**src/rtl/sram_rmw_ctrl.sv**
```systemverilog
// ---------------------------------------------------------------------------
// sram_rmw_ctrl
//
// Request front-end for a single-port SRAM whose macros have no byte enables.
// Requests arrive on a valid/ready channel and are issued to the SRAM in
// strict accept order. Read data returns on a valid/ready response channel
// through a small FIFO that absorbs the SRAM's one-cycle read latency under
// backpressure. A write with a partial byte-enable mask becomes an atomic
// read-modify-write: the word is read in the accept cycle and the merged word
// is written back in the following cycle.
//
// Ports
//   clk_i, rst_ni            clock, asynchronous active-low reset
//   req_valid_i/req_ready_o  request handshake
//   req_we_i, req_addr_i,    request: write flag, word address,
//   req_wdata_i, req_be_i    write data, byte enables
//   rsp_valid_o/rsp_ready_i  response handshake
//   rsp_rdata_o              read data, in request order
//   sram_req_o, sram_we_o,   SRAM chip enable, write enable,
//   sram_addr_o, sram_wdata_o address, full-word write data
//   sram_be_o                SRAM byte enables, always all-ones
//   sram_rdata_i             SRAM read data, one cycle after a read
//   busy_o                   RMW pending, read in flight or FIFO non-empty
// ---------------------------------------------------------------------------
module sram_rmw_ctrl #(
  parameter int DATA_WIDTH = 64,
  parameter int NUM_WORDS  = 256,
  parameter int RSP_DEPTH  = 2,
  localparam int BW = (DATA_WIDTH + 7) / 8,
  localparam int AW = $clog2(NUM_WORDS)
) (
  input  logic                  clk_i,
  input  logic                  rst_ni,
  input  logic                  req_valid_i,
  output logic                  req_ready_o,
  input  logic                  req_we_i,
  input  logic [AW-1:0]         req_addr_i,
  input  logic [DATA_WIDTH-1:0] req_wdata_i,
  input  logic [BW-1:0]         req_be_i,
  output logic                  rsp_valid_o,
  input  logic                  rsp_ready_i,
  output logic [DATA_WIDTH-1:0] rsp_rdata_o,
  output logic                  sram_req_o,
  output logic                  sram_we_o,
  output logic [AW-1:0]         sram_addr_o,
  output logic [DATA_WIDTH-1:0] sram_wdata_o,
  output logic [BW-1:0]         sram_be_o,
  input  logic [DATA_WIDTH-1:0] sram_rdata_i,
  output logic                  busy_o
);

  localparam int PW = (RSP_DEPTH > 1) ? $clog2(RSP_DEPTH) : 1;
  localparam int CW = $clog2(RSP_DEPTH + 1);

  typedef enum logic {IDLE = 1'b0, RMW_WR = 1'b1} state_e;

  state_e                state_q, state_d;
  logic                  rd_inflight_q, rd_inflight_d;
  logic [AW-1:0]         rmw_addr_q, rmw_addr_d;
  logic [DATA_WIDTH-1:0] rmw_wdata_q, rmw_wdata_d;
  logic [BW-1:0]         rmw_be_q, rmw_be_d;
  logic [DATA_WIDTH-1:0] fifo_q [RSP_DEPTH];
  logic [DATA_WIDTH-1:0] fifo_d [RSP_DEPTH];
  logic [PW-1:0]         wr_ptr_q, wr_ptr_d;
  logic [PW-1:0]         rd_ptr_q, rd_ptr_d;
  logic [CW-1:0]         count_q, count_d;

  logic                  rd_credit;
  logic                  accept;
  logic                  push;
  logic                  pop;
  logic [DATA_WIDTH-1:0] merged;

  function automatic logic [PW-1:0] ptr_inc(input logic [PW-1:0] ptr);
    if (ptr == PW'(RSP_DEPTH - 1)) return '0;
    return ptr + 1'b1;
  endfunction

  // A read only gets credit if its data has a guaranteed FIFO slot; a pop in
  // the same cycle is deliberately not counted so ready never depends on
  // rsp_ready_i. Writes produce no response and ignore FIFO space.
  assign rd_credit   = (int'(count_q) + int'(rd_inflight_q)) < RSP_DEPTH;
  assign req_ready_o = rst_ni && (state_q == IDLE) && (req_we_i || rd_credit);
  assign accept      = req_valid_i && req_ready_o;

  assign push        = rd_inflight_q;
  assign pop         = (count_q != '0) && rsp_ready_i;
  assign rsp_valid_o = (count_q != '0);
  assign rsp_rdata_o = fifo_q[rd_ptr_q];
  assign sram_be_o   = '1;
  assign busy_o      = (state_q != IDLE) || rd_inflight_q || (count_q != '0);

  // Byte merge for the write-back half of an RMW; works bit by bit so a
  // DATA_WIDTH that is not a multiple of 8 still maps onto its last byte lane.
  always_comb begin
    merged = '0;
    for (int i = 0; i < DATA_WIDTH; i++) begin
      merged[i] = rmw_be_q[i / 8] ? rmw_wdata_q[i] : sram_rdata_i[i];
    end
  end

  // Request FSM: SRAM access is combinational in the accept cycle. The read
  // half of an RMW leaves rd_inflight clear so its data never reaches the FIFO.
  always_comb begin
    state_d       = state_q;
    rd_inflight_d = 1'b0;
    rmw_addr_d    = rmw_addr_q;
    rmw_wdata_d   = rmw_wdata_q;
    rmw_be_d      = rmw_be_q;
    sram_req_o    = 1'b0;
    sram_we_o     = 1'b0;
    sram_addr_o   = req_addr_i;
    sram_wdata_o  = req_wdata_i;

    case (state_q)
      IDLE: begin
        if (accept) begin
          if (!req_we_i) begin
            sram_req_o    = 1'b1;
            rd_inflight_d = 1'b1;
          end else if (&req_be_i) begin
            sram_req_o = 1'b1;
            sram_we_o  = 1'b1;
          end else if (|req_be_i) begin
            sram_req_o  = 1'b1;
            rmw_addr_d  = req_addr_i;
            rmw_wdata_d = req_wdata_i;
            rmw_be_d    = req_be_i;
            state_d     = RMW_WR;
          end
        end
      end
      RMW_WR: begin
        sram_req_o   = 1'b1;
        sram_we_o    = 1'b1;
        sram_addr_o  = rmw_addr_q;
        sram_wdata_o = merged;
        state_d      = IDLE;
      end
      default: state_d = IDLE;
    endcase
  end

  // Response FIFO bookkeeping; push while full is impossible because read
  // credit accounts for the in-flight read, so push+pop when full keeps count.
  always_comb begin
    fifo_d   = fifo_q;
    wr_ptr_d = wr_ptr_q;
    rd_ptr_d = rd_ptr_q;
    count_d  = count_q;
    if (push) begin
      fifo_d[wr_ptr_q] = sram_rdata_i;
      wr_ptr_d         = ptr_inc(wr_ptr_q);
    end
    if (pop) begin
      rd_ptr_d = ptr_inc(rd_ptr_q);
    end
    case ({push, pop})
      2'b10:   count_d = count_q + 1'b1;
      2'b01:   count_d = count_q - 1'b1;
      default: count_d = count_q;
    endcase
  end

  // State registers; reset abandons any pending RMW write-back and flushes
  // the response FIFO.
  always_ff @(posedge clk_i or negedge rst_ni) begin
    if (!rst_ni) begin
      state_q       <= IDLE;
      rd_inflight_q <= 1'b0;
      rmw_addr_q    <= '0;
      rmw_wdata_q   <= '0;
      rmw_be_q      <= '0;
      fifo_q        <= '{default: '0};
      wr_ptr_q      <= '0;
      rd_ptr_q      <= '0;
      count_q       <= '0;
    end else begin
      state_q       <= state_d;
      rd_inflight_q <= rd_inflight_d;
      rmw_addr_q    <= rmw_addr_d;
      rmw_wdata_q   <= rmw_wdata_d;
      rmw_be_q      <= rmw_be_d;
      fifo_q        <= fifo_d;
      wr_ptr_q      <= wr_ptr_d;
      rd_ptr_q      <= rd_ptr_d;
      count_q       <= count_d;
    end
  end

endmodule

```
**config.mk**
```make
export PLATFORM = sky130hd
export DESIGN_NAME = sram_rmw_ctrl
export DESIGN_NICKNAME = d
export VERILOG_FILES = /design/src/rtl/sram_rmw_ctrl.sv
export SDC_FILE = /design/constraint.sdc
export NUM_CORES = 1
export LEC_CHECK = 0
export CAP_MARGIN = 20
export CELL_PAD_IN_SITES_DETAIL_PLACEMENT = 1
export CELL_PAD_IN_SITES_GLOBAL_PLACEMENT = 2
export CORE_ASPECT_RATIO = 2
export CORE_MARGIN = 1
export CORE_UTILIZATION = 35
export CTS_CLUSTER_SIZE = 30
export DETAILED_ROUTE_END_ITERATION = 7
export HOLD_SLACK_MARGIN = 0.03
export PLACE_DENSITY = 0.95
export RECOVER_POWER = 100
export SLEW_MARGIN = 10
export SYNTH_ARGS = -nofsm -noshare
export SYNTH_HDL_FRONTEND = slang
export SYNTH_SLANG_ARGS = --single-unit
```
**constraint.sdc**
```tcl
create_clock -name clk_i -period 5.02 [get_ports clk_i]
set_input_delay 1.004 -clock clk_i [delete_from_list [all_inputs] [get_ports clk_i]]
set_output_delay 1.004 -clock clk_i [all_outputs]
set_load 0.005 [all_outputs]
```
==> flow_summary_export.csv, run 1 <==
group,metric,value,unit
outcome,status,"finished, violations left",
outcome,violations,"design-rule violations, max-capacitance violations, max-slew violations",
sta,fin_setup_tns,0,ns
global_routing,grt_first_pass_wirelength,48.46,mm
pwr,switching_share,29.14,%
place,gp_congestion,0.7851,
worst_setup_path,cp_max_fo,78,
floorplanning,ios,298,
routing,drc,32,
sta,fin_hold_ws,0.4886,ns
clock_tree,clkLatencyLatePin,0.52,ns
routing,wire_per_inst,21.50,um
clock_tree,tritoncts,"done",
pwr,switchingPower,2120,uW
clock_tree,post-cts-setup-buffers,0,
worst_setup_path,critPathRequiredTime,4.02,ns
sta,rsz0062_at_grt,"false",
sta,slew_violations,382,
clock_tree,cts_resized,0,
logic_synthesis,yosys_most_used_dff,"dfrtp_1",
routing,viasPerCell,5.068,
job,drv_cap,6,
logic_synthesis,ys_warn_count,0,
clock_tree,cts-htree-levels,1,
routing,ant_nets,0,
place,io_buffer_count,289,
logic_synthesis,seq_area_frac_synth,50.32,%
worst_setup_path,end_kind,"output pin",
routing,drt-initial-drc-count,181,
clock_tree,root_buffer,"clkbuf_16",
worst_setup_path,reg2reg_from,"wr_ptr_q$_DFFE_PN0P_",
clock_tree,max-clock-path-buffers,3,
worst_setup_path,r2r_end,"fifo_q[92]$_DFFE_PN0P_",
floorplanning,die_y,248.6,um
logic_synthesis,yosys.cell_types.count,28,
sta,skew,0.01337,ns
clock_tree,cts_made_buffers,21,
hold_path,min_to,"rmw_addr_q[0]$_DFFE_PN0P_",
clock_tree,ctsHoldBuffers,0,
final_layout,drive_above_1_share,23.61,%
sta,slew_headroom,-133.2,%
logic_synthesis,yosys-top-cells-count,"214 x dfrtp_1, 201 x mux2_2, 79 x mux2_4, 67 x nor2_1, 65 x a21oi_1",
final_layout,nNetsFinal,1198,
logic_synthesis,yosysTopAreaCellShare,50.32,%
hold_path,worstHoldPathCells,1,
worst_setup_path,crit_type,"flip-flop to output pin",
logic_synthesis,syn_area_per_cell,13.68,um2
worst_setup_path,cp-start-kind,"flip-flop",
place,dpl.hpwl,22.02,mm
routing,drt_first_pass_iters,6,
routing,via_count,7267,
logic_synthesis,yosysMostFrequentCell,"dfrtp_1",
clock_tree,clkTransAtPathRegs,0.06,ns
clock_tree,cts_sinks,214,
logic_synthesis,synth_edf_count,0,
final_layout,syn_to_final_growth,32.49,%
floorplanning,num_rows,90,
worst_setup_path,reg2reg_slack,1.43,ns
sta,finalHoldViolations,0,
pwr,comb_power_share,37.2,%
worst_setup_path,ff2ff_path_depth,2,
routing,drt_wl_total,30.84,mm
pwr,clock_power_share,23.3,%
global_routing,grt-ovfl-total,0,
logic_synthesis,synthTopCellsByArea,"dfrtp_1 50%, mux2_2 21%, mux2_4 11%, mux2i_1 6.0%, a21oi_1 3.1%",
pwr,intPower,5154,uW
hold_path,min_from,"rmw_addr_q[0]$_DFFE_PN0P_",
final_layout,final.fill_count,3115,
global_routing,antenna_found_initial,2,
pwr,ir_drop,0.2726,mV
global_routing,track_usage,20.31,%
floorplanning,die_w,125.3,um
global_routing,grt_max_degree,79,
sta,fin_crit,4.330,ns
worst_setup_path,critPathArrivalTime,3.33,ns
logic_synthesis,synth_top_area_cell,"dfrtp_1",
pwr,p_per_area,515.9,nW/um2
sta,clock.fmax,230.9,MHz
floorplanning,dieArea,31150,um2
pwr,seqPwrFrac,39.4,%
logic_synthesis,synthArstFlopShare,100.0,%
hold_path,hp-class,"flip-flop to flip-flop",
sta,worst_slew_pin_slew,3.497,ns
logic_synthesis,syn_inst,778,
logic_synthesis,synth_area,10640,um2
logic_synthesis,ys_ff_latch,214,
pwr,power_leakage,0.005946,uW
floorplanning,core_area,30070,um2
global_routing,grt_pass1_vias,8263,
sta,setup_violations,0,
floorplanning,start_util,35.40,%
sta,fin_crit_sh,86.26,%
==> layout by cell type (no fill, tap or decap), types with 8 or more instances in the layout <==
cell type / netlist / routed
conb_1: 1 / 8
clkbuf_16: 0 / 21
a21oi_1: 65 / 65
dfrtp_1: 214 / 213
nor2_1: 67 / 67
clkdlybuf4s50_1: 0 / 186
mux2i_1: 64 / 64
mux2_1: 0 / 77
dlygate4sd3_1: 0 / 102
mux2_2: 201 / 200
==> worst max-delay path by stage <==
| stage | depth (start not counted) | slack, ns | to | from |
|---|---|---|---|---|
| after floorplan | 4 | 2.34 | sram_we_o | rst_ni |
| after global placement | 6 | 1.17 | sram_req_o | req_be_i[3] |
| after detailed placement | 6 | 1.15 | sram_req_o | req_be_i[2] |
| after CTS | 3 | 1.05 | sram_addr_o[5] | state_q$_DFF_PN0_ |
| after global routing | 4 | 0.48 | sram_wdata_o[11] | state_q$_DFF_PN0_ |
| final | 3 | 0.69 | sram_addr_o[5] | state_q$_DFF_PN0_ |
==> worst max-delay path: stages (launching register included) <==
cell             delay (ns)
dfrtp_2                1.40
buf_4                  0.50
mux2_2                 0.39
clkdlybuf4s50_1        0.46
==> metrics by stage <==
step	std cells	instance area, um2	setup slack [ns]	total power [uW]	util (%)
final	1434	14100	0.6899	7274	46.90
after global routing	1433	14100	0.4840	7660	46.89
after floorplan	785	10670	2.338	4264	-
after global placement	1393	13710	1.171	5719	45.59
after detailed placement	1393	13710	1.152	5858	45.59
after CTS	1431	14440	1.055	7609	48.02
==> cell families after synthesis <==
group           count (synthesis)  synth area share [%]
flops                         214                 50.32
fa+ha+maj                       1                0.1175
compound gates                 69                 3.339
mux                           344                 38.43
xor+xnor                        5                0.4115
buf+inv                        64                 4.126
other cells                     1               0.03524
simple gates                   80                 3.221
==> sequential cells by signal (all words and copies together) (netlist names) <==
name	flops
count_q	2
wr_ptr_q	1
state_q	1
rmw_be_q	8
push	1
rmw_wdata_q	64
fifo_q	128
rmw_addr_q	8
rd_ptr_q	1
==> power by group through the flow <==
stage / clock [uW] / sequential [uW] / combinational, uW
2_1_floorplan: 0 / 2650 / 1620
3_3_place_gp: 0 / 2840 / 2870
3_5_place_dp: 0 / 2920 / 2940
4_1_cts: 1750 / 2890 / 2970
5_1_grt: 1800 / 2980 / 2880
6_report: 1700 / 2870 / 2710
==> final cells by class <==
| class | instances | area (um2) | share of cell area (%) |
|---|---|---|---|
| Timing Repair Buffer | 300 | 2959 | 20.98 |
| Inverter | 4 | 15.01 | 0.1065 |
| Tap cell | 368 | 460.4 | 3.265 |
| Clock buffer | 30 | 609.3 | 4.321 |
| Sequential cell | 214 | 5356 | 37.99 |
| Antenna cell | 3 | 7.507 | 0.05324 |
| Clock inverter | 8 | 118.9 | 0.8429 |
| Multi-Input combinational cell | 507 | 4574 | 32.44 |
==> routing by layer <==
| layer | wire [um] | up-vias | global-route usage (%) |
|---|---|---|---|
| li1 | - | 3282 | - |
| met5 | 0 | - | 0 |
| met1 | 10670 | 3718 | 20.79 |
| met3 | 1145 | 66 | 2.474 |
| met2 | 17550 | 201 | 39.84 |
| met4 | 1469 | 0 | 9.791 |
Power figures use the tool's default switching activity.
==> inputs of run 2 (changes only) <==
--- a/config.mk
+++ b/config.mk
@@ -16,7 +16,7 @@
 export HOLD_SLACK_MARGIN = 0.03
 export PLACE_DENSITY = 0.95
 export RECOVER_POWER = 100
-export SLEW_MARGIN = 10
+export SLEW_MARGIN = 30
 export SYNTH_ARGS = -nofsm -noshare
 export SYNTH_HDL_FRONTEND = slang
 export SYNTH_SLANG_ARGS = --single-unit
==> run 2 against run 1 <==
- the flow still finishes with violations (design-rule violations, max-capacitance violations, max-slew violations)
- flip-flop and latch count unchanged
- worst setup slack lost 0.050 ns
- core utilization is 0.19 points higher
- critical path depth stayed put
- die area is the same
- critical endpoint unchanged
==> flow_summary_export.csv, run 2 (synthesis gave the netlist of run 1 again) <==
group,metric,value,unit
outcome,status,"finished, violations left",
outcome,violations,"design-rule violations, max-capacitance violations, max-slew violations",
floorplanning,die_y,248.6,um
routing,drt-initial-drc-count,208,
job,drv_cap,5,
worst_setup_path,cp-start-kind,"flip-flop",
routing,drt_wl_total,30.95,mm
clock_tree,post-cts-setup-buffers,0,
final_layout,regArea,5356,um2
worst_setup_path,critPathTopFamily,"flip-flops",
global_routing,antenna_found_initial,1,
floorplanning,num_rows,90,
clock_tree,root_buffer,"clkbuf_16",
clock_tree,tritoncts,"done",
pwr,ir_drop,0.2770,mV
sta,fin_setup_tns,0,ns
routing,drt_first_pass_iters,8,
clock_tree,cts-htree-levels,1,
sta,fin_ws,0.6396,ns
sta,finalHoldViolations,0,
sta,slew_headroom,-111.8,%
clock_tree,cts_made_buffers,21,
pwr,power_leakage,0.005975,uW
clock_tree,max-clock-path-buffers,3,
sta,fin_hold_ws,0.4888,ns
floorplanning,core_area,30070,um2
global_routing,grt_first_pass_wirelength,49.02,mm
worst_setup_path,critPathArrivalTime,3.38,ns
final_layout,final.fill_count,3131,
global_routing,grt_pass1_vias,8286,
final_layout,final_cell_mix,"213 x dfrtp_1, 198 x mux2_2, 163 x clkdlybuf4s50_1",
final_layout,stdcell_count,1434,
final_layout,nNetsFinal,1199,
final_layout,largest_register,"fifo_q",
place,gp_congestion,0.7851,
sta,fin_crit,4.380,ns
worst_setup_path,end_kind,"output pin",
final_layout,drive_above_1_share,23.68,%
sta,slew_violations,327,
worst_setup_path,cp_max_fo,78,
clock_tree,clkTransAtPathRegs,0.07,ns
hold_path,hp-class,"flip-flop to flip-flop",
place,pre_cts_ws,1.164,ns
routing,via_count,7288,
sta,clock.fmax,228.3,MHz
sta,skew,0.01495,ns
pwr,p_per_area,517.8,nW/um2
clock_tree,clkLatencyLatePin,0.52,ns
worst_setup_path,crit_path_max_incr_delay,1.43,ns
final_layout,layout_commonest_cell,"dfrtp_1",
floorplanning,dieArea,31150,um2
sta,setup_violations,0,
sta,rsz0062_at_grt,"false",
global_routing,grt-ovfl-total,0,
final_layout,top_regs,"fifo_q (128), rmw_wdata_q (64)",
clock_tree,ctsHoldBuffers,0,
routing,drc,32,
routing,viasPerCell,5.082,
pwr,p_total,7331,uW
global_routing,track_usage,20.51,%
place,dp_cells,1394,
worst_setup_path,crit_type,"flip-flop to output pin",
routing,ant_nets,0,
sta,worst_slew_pin_slew,3.169,ns
final_layout,multi_input_area,4571,um2
place,io_buffer_count,289,
floorplanning,start_util,35.40,%
floorplanning,die_w,125.3,um
final_layout,largest_reg_flops,128,
place,dpl.hpwl,22.19,mm
global_routing,grt_max_degree,79,
worst_setup_path,path_cells,"buf_4, mux2_1, clkdlybuf4s50_1",
worst_setup_path,critPathRequiredTime,4.02,ns
routing,wire_per_inst,21.58,um
floorplanning,ios,298,
clock_tree,cts_sinks,214,
clock_tree,cts_resized,0,
worst_setup_path,cp.buffers_inverters,2,
sta,fin_crit_sh,87.26,%
worst_setup_path,cpMaxStageDelayCell,"dfrtp_2",
final_layout,syn_to_final_growth,33.02,%
-- run 2: cell count changes in the layout (fill, tap and decap cells not counted), moves of 3 or more --
cell	delta
bufinv_16	+3
clkbuf_8	-3
mux2_1	+3
clkdlybuf4s50_1	-23
clkbuf_1	-3
dlygate4sd3_1	+23
-- run 2: final cells by class --
| cell class | instances | area share (%) |
|---|---|---|
| Inverter | 4 | 0.1061 |
| Tap cell | 368 | 3.252 |
| Multi-Input combinational cell | 507 | 32.28 |
| Antenna cell | 2 | 0.03535 |
| Timing Repair Buffer | 301 | 20.93 |
| Clock inverter | 15 | 1.653 |
| Clock buffer | 23 | 3.906 |
| Sequential cell | 214 | 37.83 |
-- run 2: worst reg2reg max path: stages, from the launching register on --
cell and delay [ns]:
dfrtp_1 0.45, nand2b_1 0.97, clkbuf_1 1.85, mux2_2 0.51
-- run 2: metrics by stage --
| step | utilization, % | cell area, um2 |
|---|---|---|
| 2_1_floorplan | - | 10670 |
| 3_3_place_gp | 45.59 | 13710 |
| 3_5_place_dp | 45.68 | 13740 |
| 4_1_cts | 48.30 | 14520 |
| 5_1_grt | 47.08 | 14150 |
| 6_report | 47.09 | 14160 |
-- run 2: per-layer routing --
| metal | vias up | track usage, % | share of wire (%) |
|---|---|---|---|
| li1 | 3287 | - | - |
| met1 | 3723 | 21.01 | 34 |
| met3 | 68 | 2.582 | 3.8 |
| met5 | - | 0 | 0 |
| met4 | 0 | 9.268 | 4.8 |
| met2 | 210 | 40.43 | 57 |
-- run 2: final timing paths --
check / to / cells after the start / from / slack, ns
setup / recovery: sram_addr_o[5] / 3 / state_q$_DFF_PN0_ / 0.64
hold / removal: rmw_wdata_q[47]$_DFFE_PN0P_ / 1 / rmw_wdata_q[47]$_DFFE_PN0P_ / 0.49
setup reg to reg: fifo_q[92]$_DFFE_PN0P_ / 3 / push$_DFF_PN0_ / 1.12
hold reg to reg: rmw_wdata_q[47]$_DFFE_PN0P_ / 1 / rmw_wdata_q[47]$_DFFE_PN0P_ / 0.49
max in group asynchronous: state_q$_DFF_PN0_ / 3 / rst_ni / 1.65
min in group asynchronous: fifo_q[39]$_DFFE_PN0P_ / 1 / rst_ni / 0.58
-- run 2: power by group --
group / switching, uW / internal [uW] / total, uW
clock network: 714 / 1110 / 1820
registers: 465 / 2400 / 2870
logic: 956 / 1680 / 2640
